--- src/rtl/mic_frame_pairer.sv ---
// mic_frame_pairer: pairs I2S left/right words into stereo frames and buffers them in a FWFT FIFO.
// Ports: clk_in/rst_in (sync active-high reset); s_axis_tdata/tid/tvalid/tready word input
// (sample in tdata[27:4], tid 0 = left, 1 = right); m_left/m_right/m_valid/m_ready frame output;
// sync_err_cnt saturating pairing-error count; peak_clr/peak_left/peak_right per-channel |sample| peaks.
// Optional macro MIC_FRAME_PEAK_EN enables peak tracking; otherwise peaks read 0 and peak_clr is ignored.
module mic_frame_pairer #(
  parameter int FIFO_DEPTH = 8,
  parameter int SAMPLE_W = 24
) (
  input  logic                clk_in,
  input  logic                rst_in,
  input  logic [31:0]         s_axis_tdata,
  input  logic [2:0]          s_axis_tid,
  input  logic                s_axis_tvalid,
  output logic                s_axis_tready,
  output logic [SAMPLE_W-1:0] m_left,
  output logic [SAMPLE_W-1:0] m_right,
  output logic                m_valid,
  input  logic                m_ready,
  output logic [7:0]          sync_err_cnt,
  input  logic                peak_clr,
  output logic [SAMPLE_W-2:0] peak_left,
  output logic [SAMPLE_W-2:0] peak_right
);
  localparam int AW = $clog2(FIFO_DEPTH);
  typedef enum logic {WAIT_L, WAIT_R} state_t;
  state_t state, state_n;
  logic [SAMPLE_W-1:0] sample, held;
  logic [2*SAMPLE_W-1:0] mem [FIFO_DEPTH];
  logic [AW-1:0] wr_ptr, rd_ptr;
  logic [AW:0] count;
  logic full, empty, accept, is_l, is_r, push, pop, err;
  logic unused_ok;
  assign unused_ok = ^{s_axis_tdata, peak_clr};
  assign full = count == (AW+1)'(FIFO_DEPTH);
  assign empty = count == '0;
  assign s_axis_tready = !full && !rst_in;
  assign accept = s_axis_tvalid && s_axis_tready;
  assign sample = s_axis_tdata[SAMPLE_W+3:4];
  assign is_l = accept && s_axis_tid == 3'd0;
  assign is_r = accept && s_axis_tid == 3'd1;
  assign pop = !empty && m_ready;
  assign m_valid = !empty;
  // Head is gated so the outputs read 0 whenever no frame is held (including after reset).
  assign {m_left, m_right} = empty ? '0 : mem[rd_ptr];
  always_comb begin
    push = is_r && state == WAIT_R;
    err = (is_l && state == WAIT_R) || (is_r && state == WAIT_L);
    state_n = is_l ? WAIT_R : push ? WAIT_L : state;
  end
  always_ff @(posedge clk_in)
    if (rst_in) state <= WAIT_L;
    else state <= state_n;
  always_ff @(posedge clk_in)
    if (push) mem[wr_ptr] <= {held, sample};
  always_ff @(posedge clk_in) begin
    if (rst_in) begin
      held <= '0;
      wr_ptr <= '0;
      rd_ptr <= '0;
      count <= '0;
      sync_err_cnt <= '0;
    end else begin
      if (is_l) held <= sample;
      if (push) wr_ptr <= wr_ptr + AW'(1);
      if (pop) rd_ptr <= rd_ptr + AW'(1);
      count <= count + (AW+1)'(push) - (AW+1)'(pop);
      if (err && sync_err_cnt != 8'hff) sync_err_cnt <= sync_err_cnt + 8'd1;
    end
  end
`ifdef MIC_FRAME_PEAK_EN
  // Negating the most negative value yields itself; its set MSB marks the case to saturate.
  function automatic logic [SAMPLE_W-2:0] mag(input logic [SAMPLE_W-1:0] s);
    logic [SAMPLE_W-1:0] n;
    n = s[SAMPLE_W-1] ? -s : s;
    return n[SAMPLE_W-1] ? '1 : n[SAMPLE_W-2:0];
  endfunction
  logic [SAMPLE_W-2:0] mag_l, mag_r;
  assign mag_l = mag(held);
  assign mag_r = mag(sample);
  always_ff @(posedge clk_in) begin
    if (rst_in || peak_clr) begin
      peak_left <= '0;
      peak_right <= '0;
    end else if (push) begin
      if (mag_l > peak_left) peak_left <= mag_l;
      if (mag_r > peak_right) peak_right <= mag_r;
    end
  end
`else
  assign peak_left = '0;
  assign peak_right = '0;
`endif
endmodule

--- config.mk ---
export PLATFORM = sky130hd
export DESIGN_NAME = mic_frame_pairer
export DESIGN_NICKNAME = d
export VERILOG_FILES = /design/src/rtl/mic_frame_pairer.sv
export SDC_FILE = /design/constraint.sdc
export NUM_CORES = 1
export LEC_CHECK = 0
export BUFFER_PORTS_ARGS = -buffer_cell sky130_fd_sc_hd__buf_2
export CORE_AREA = 5 5 211 213
export DETAILED_ROUTE_END_ITERATION = 6
export DIE_AREA = 0 0 216 218
export PLACE_DENSITY = 0.63
export SLEW_MARGIN = 20
export SYNTH_ARGS = -nofsm -noshare
export SYNTH_HDL_FRONTEND = slang
export SYNTH_SLANG_ARGS = --single-unit
export TNS_END_PERCENT = 100
--- constraint.sdc ---
create_clock -name clk_in -period 5.45 [get_ports clk_in]
set_clock_uncertainty 0.15 [all_clocks]
set_input_delay 0 -clock clk_in [delete_from_list [all_inputs] [get_ports clk_in]]
set_output_delay 0 -clock clk_in [all_outputs]
set_load 0.01 [all_outputs]
**Yosys cells after proc, flatten, opt, wreduce, memory -nomap -nowiden**

Memory sizes are Yosys's and may differ from the RTL's. A register that Yosys moved wholly into a read port is not among the register bits.
Index checks and enable logic that the tools add are counted.

- Bits in registers: 43
- Bits in writable memories: 384
- Bits of input ports: 40
- Output and inout bits: 104
- Logic and storage cells: 39
- Memories kept: 1

- $add $sub $neg: 5
- Eq/ne operators: 3
- Multiplexer cells: 7
- Bitwise operators: 1
- Reduce and logical (&&, ||, !) cells: 16

Memory list:

| name | depth | bits a word | rd ports | clocked after Yosys merged registers in | wr ports | line | RTL |
|---|---|---|---|---|---|---|---|
| mem | 8 | 48 | 1 | 1 | 1 | 29 | `logic [2*SAMPLE_W-1:0] mem [FIFO_DEPTH];` |

Operators by type and width:

| cell | number |
|---|---|
| 48-bit 2-to-1 mux | 1 |
| 1-bit logical AND | 9 |
| 8-bit by 1-bit adder with 8-bit output, second input constant | 1 |
| 8-bit != test, second input constant | 1 |
| 3-bit by 1-bit adder with 3-bit output, second input constant | 2 |
| 3-bit 2-to-1 mux | 2 |
| 4-bit by 1-bit adder with 4-bit output | 1 |
| 4-bit == test, second input constant | 1 |
| 4-bit zero test | 1 |
| 1-bit 2-to-1 mux | 4 |
| 4-bit by 1-bit subtractor with 4-bit output | 1 |
| 3-bit by 1-bit == test with 1-bit output, second input constant | 1 |
| 1-bit zero test | 3 |
| 3-bit zero test | 1 |
| 2-bit nonzero test | 1 |
| 1-bit logical OR | 1 |
| 1-bit inverter | 1 |

**Longest topological paths before layout**

- Word-level depth: 8
- Depth in mapped cells: 13
- Gate-level depth less buffers: 12

**Worst setup path before layout**

No wires, ideal clock.

- Path type: reg2reg
- From: register count[2]
- To: memory mem[4][0] (netlist bit), enable pin
- Library setup time: 0.513 ns
- Arrival: 4.953 ns
- Data required time: 4.787 ns
- Slack: -0.166 ns
- Stages on the path, launching flop included: 7
- Path buffers: 0
- Period minus slack after synthesis: 5.616 ns
- Cells stage by stage: dfxtp_1 -> inv_1 -> ha_1 -> nor3b_1 -> nor4_1 -> nand2_1 -> nor3_1

- Longest elaborated chain between the ends: 8

RTL lines:

| element | line | RTL |
|---|---|---|
| start: declaration | 31 | `logic [AW:0] count;` |
| start signal: assignment | 67 | `count <= count + (AW+1)'(push) - (AW+1)'(pop);` |
| 4-bit == test | 35 | `assign full = count == (AW+1)'(FIFO_DEPTH);` |
| 1-bit zero test | 37 | `assign s_axis_tready = !full && !rst_in;` |
| 1-bit logical AND | 37 |  |
| 1-bit logical AND | 38 | `assign accept = s_axis_tvalid && s_axis_tready;` |
| 1-bit logical AND | 41 | `assign is_r = accept && s_axis_tid == 3'd1;` |
| 1-bit logical AND | 47 | `push = is_r && state == WAIT_R;` |
| 1-bit 2-to-1 mux | 55 | `if (push) mem[wr_ptr] <= {held, sample};` |
| 1-bit 2-to-1 mux (implied by the code) | 55 |  |
| end: declaration | 29 |  |

Every way passes these cells.

**Worst setup path after layout**

- From: input port s_axis_tid[2]
- To: memory mem[6][16] (netlist bit), enable pin

- Longest elaborated chain between the ends: 5

RTL lines:

| element | line | RTL |
|---|---|---|
| start: declaration | 13 | `input logic [2:0] s_axis_tid,` |
| 3-bit by 1-bit == test with 1-bit output | 41 |  |
| 1-bit logical AND | 41 |  |
| 1-bit logical AND | 47 |  |
| 1-bit 2-to-1 mux | 55 |  |
| 1-bit 2-to-1 mux (implied by the code) | 55 |  |

Every way passes these cells.

==> impl_metrics.yaml <==
cells_and_area:
  mostFrequentLayoutCells: "edfxtp_1, mux4_2, buf_2"
  seqCellArea_mm2: 0.0125
  drive_gt1_share_pct: 26.4
  multi_input_area_mm2: 0.00400
  fin_util_pct: 45.8
  area_growth_pct: 16.0
  nNetsFinal: 1073
  n_fill_cell: 3591
  final_common_cell: "edfxtp_1"
die:
  start_util_pct: 39.5
  ios: 144
  num_rows: 76
  die_w_um: 216
  die-area_mm2: 0.0471
  core_mm2: 0.0425
  die_h_um: 218
drt:
  ant_nets: 0
  first_iter_violations: 433
  drt_pass1_iterations: 5
  wl_mm: 33.6
  vias: 8176
  via_per_inst: 5.10
  drcViolationCount: 0
  drt-wirelength-per-cell_um: 21.0
global_route:
  grt_start_max_net_pins: 69
  grt_antenna_before_repair: 1
  grt.overflow.total: 0
  grt_pass1_wl_mm: 51.4
  track_usage_pct: 14.1
  grt_pass1_vias: 8387
synthesis:
  syn_inst: 887
  syn_area_mm2: 0.0168
  synthArstFlopShare_pct: 0
  synth-seq-cells: 430
  synth_cell_types: 41
  synth_edf_count: 384
  synth_seq_area_share_pct: 74.2
  syn_area_per_cell_um2: 18.9
  synth_ff_type: "edfxtp_1"
  yosysWarnings: 0
timing:
  period_share_pct: 63.0
  rsz0062_at_grt: "no"
  slew_headroom_pct: 27.0
  fmax_mhz: 291
  hold_viol: 0
  setup_violations: 0
  tightest_slew_ps: 1090
  fin_setup_tns_ps: 0
  finalCriticalPeriod_ps: 3430
  slew_viol_final: 0
setup_path:
  end_kind: "flip-flop"
  reg2reg_depth: 8
  r2r_setup_slack_ps: 2330
  r2r_start: "count[2]"
  start_kind: "input port"
  r2r_end: "mem[6][16]"
  crit_fanout: 22
  slowest_delay_ps: 730
  cpMaxStageDelayCell: "nor2_4"
  cp.arrival_ps: 3480
  critPathRequiredTime_ps: 5500
  cp_top_family: "buffers and inverters"
  path_buf_inv: 5
  path_class: "in -> reg"
  crit_chain: "dlygate4sd3_1 -> buf_2 -> or3b_4 -> dlygate4sd3_1 -> nor4_1 -> buf_4 -> nand2_1 -> nor2_4 -> buf_4"
hold_path:
  holdPathEnd: "held[2]"
  hold_path_depth: 6
  hold_class: "in -> reg"
  hold_start: "s_axis_tid[1]"
power_and_ir_drop:
  total_power_w: 0.00813
  p_per_area_mw_per_mm2: 418
  p_leak_nw: 6.15
  ir_worst_vdd_uv: 289
clock_network:
  ctsHtreeMaxLevel: 2
  cts-root-buf: "clkbuf_16"
  cts_tree: "done"
  cts_buffers: 43
  clk_pin_slew_ps: 60
  cts_sinks: 430
  postCtsResizedCells: 0
  clkLatencyLatePin_ps: 520
  cts_buffer_depth: 3
place:
  dp_hpwl_mm: 18.7
  portBuffers: 88
  gp_congestion: 0.708
status:
  outcome: "completed"
run:
  max-cap-violations: 0
-- Yosys cell counts (all sizes together) (2+ instances only) --
cell / instances / area, um2
edfxtp: 384 / 11500
mux4: 96 / 2160
nor2: 66 / 248
buf: 58 / 407
nand2: 53 / 199
mux2i: 51 / 510
dfxtp: 46 / 921
clkbuf: 33 / 124
a21oi: 30 / 150
inv: 11 / 41.3
ha: 9 / 113
nand3: 5 / 25.0
or4: 5 / 42.5
nor4: 4 / 25.0
o31ai: 4 / 30.0
xnor2: 4 / 35.0
nand2b: 3 / 18.8
nor3: 3 / 15.0
nand4: 2 / 12.5
nor2b: 2 / 12.5
nor3b: 2 / 15.0
xor2: 2 / 17.5
-- worst reg2reg max path, delay by kind of cell, from the launching register on --
family	cells	cell delay [ps]
AND/OR/NAND/NOR	4	1470
adder cells (fa/ha/maj)	1	190
flip-flops	1	310
buffers and inverters	3	670
-- power breakdown --
part           internal (W)  switching (W)  leakage [nW]
registers           0.00360       0.000116          3.73
logic              0.000764       0.000830          1.75
clock network       0.00166        0.00116         0.662
-- through the flow --
stage | worst slack, ps | cells | hold slack, ps | area (um2)
2_1_floorplan | 1120 | 932 | -51.1 | 17000
3_3_place_gp | 2260 | 1494 | 134 | 17800
3_5_place_dp | 2320 | 1494 | 141 | 17800
4_1_cts | 2010 | 1603 | 22.7 | 19500
5_1_grt | 1860 | 1604 | 52.0 | 19500
6_report | 2020 | 1604 | 28.7 | 19500
-- logic make-up (layout without fill, tap and decap cells) --
group / after synthesis / after routing / synth area share (%)
multiplexers: 148 / 148 / 16.0
adder cells (fa/ha/maj): 10 / 10 / 0.791
other: 1 / 47 / 0.0224
AO/OA/AOI/OAI: 40 / 40 / 1.35
buffers and inverters: 102 / 227 / 3.41
AND/OR/NAND/NOR: 150 / 150 / 3.89
XOR/XNOR: 6 / 6 / 0.313
flip-flops: 430 / 430 / 74.2
-- timing repair --
action,in CTS,in global routing
setup buffers,0,0
endpoints found under the hold margin,237,0
hold buffers,30,0
-- state kept, by name, indices dropped and copies added, names as in the netlist, named ones only --
name and flops:
rd_ptr 3, mem 384, sync_err_cnt 8, wr_ptr 3, state 1, count 4, held 24
-- final cells by class --
type / count / share of cell area [%]
clock buffers: 57 / 6.07
clock inverters: 22 / 0.894
repair buffers: 137 / 4.67
multi-input cells: 400 / 20.6
flip-flops and latches: 430 / 64.1
diodes: 1 / 0.0129
well taps: 546 / 3.51
inverters: 11 / 0.212
-- worst max path at each step --
stage,from,endpoint,slack [ps],cells past startpoint
after detailed placement,count[2],mem[6][15],2320,8
after CTS,s_axis_tid[2],mem[6][25],2010,9
final,s_axis_tid[2],mem[6][16],2020,9
after global routing,s_axis_tid[2],mem[6][22],1860,9
after floorplan,count[2],mem[7][0],1120,6
after global placement,count[2],mem[6][15],2260,8
-- per-layer routing --
metal	vias up	track usage, %	wire (um)	part of all wire [%]
met5	-	0	0	0
met4	0	2.76	438	1.3
met3	38	2.49	2120	6.3
met2	248	24.0	16700	50
met1	4222	19.5	14300	43
li1	3668	-	-	-
Power figures use the tool's default switching activity.
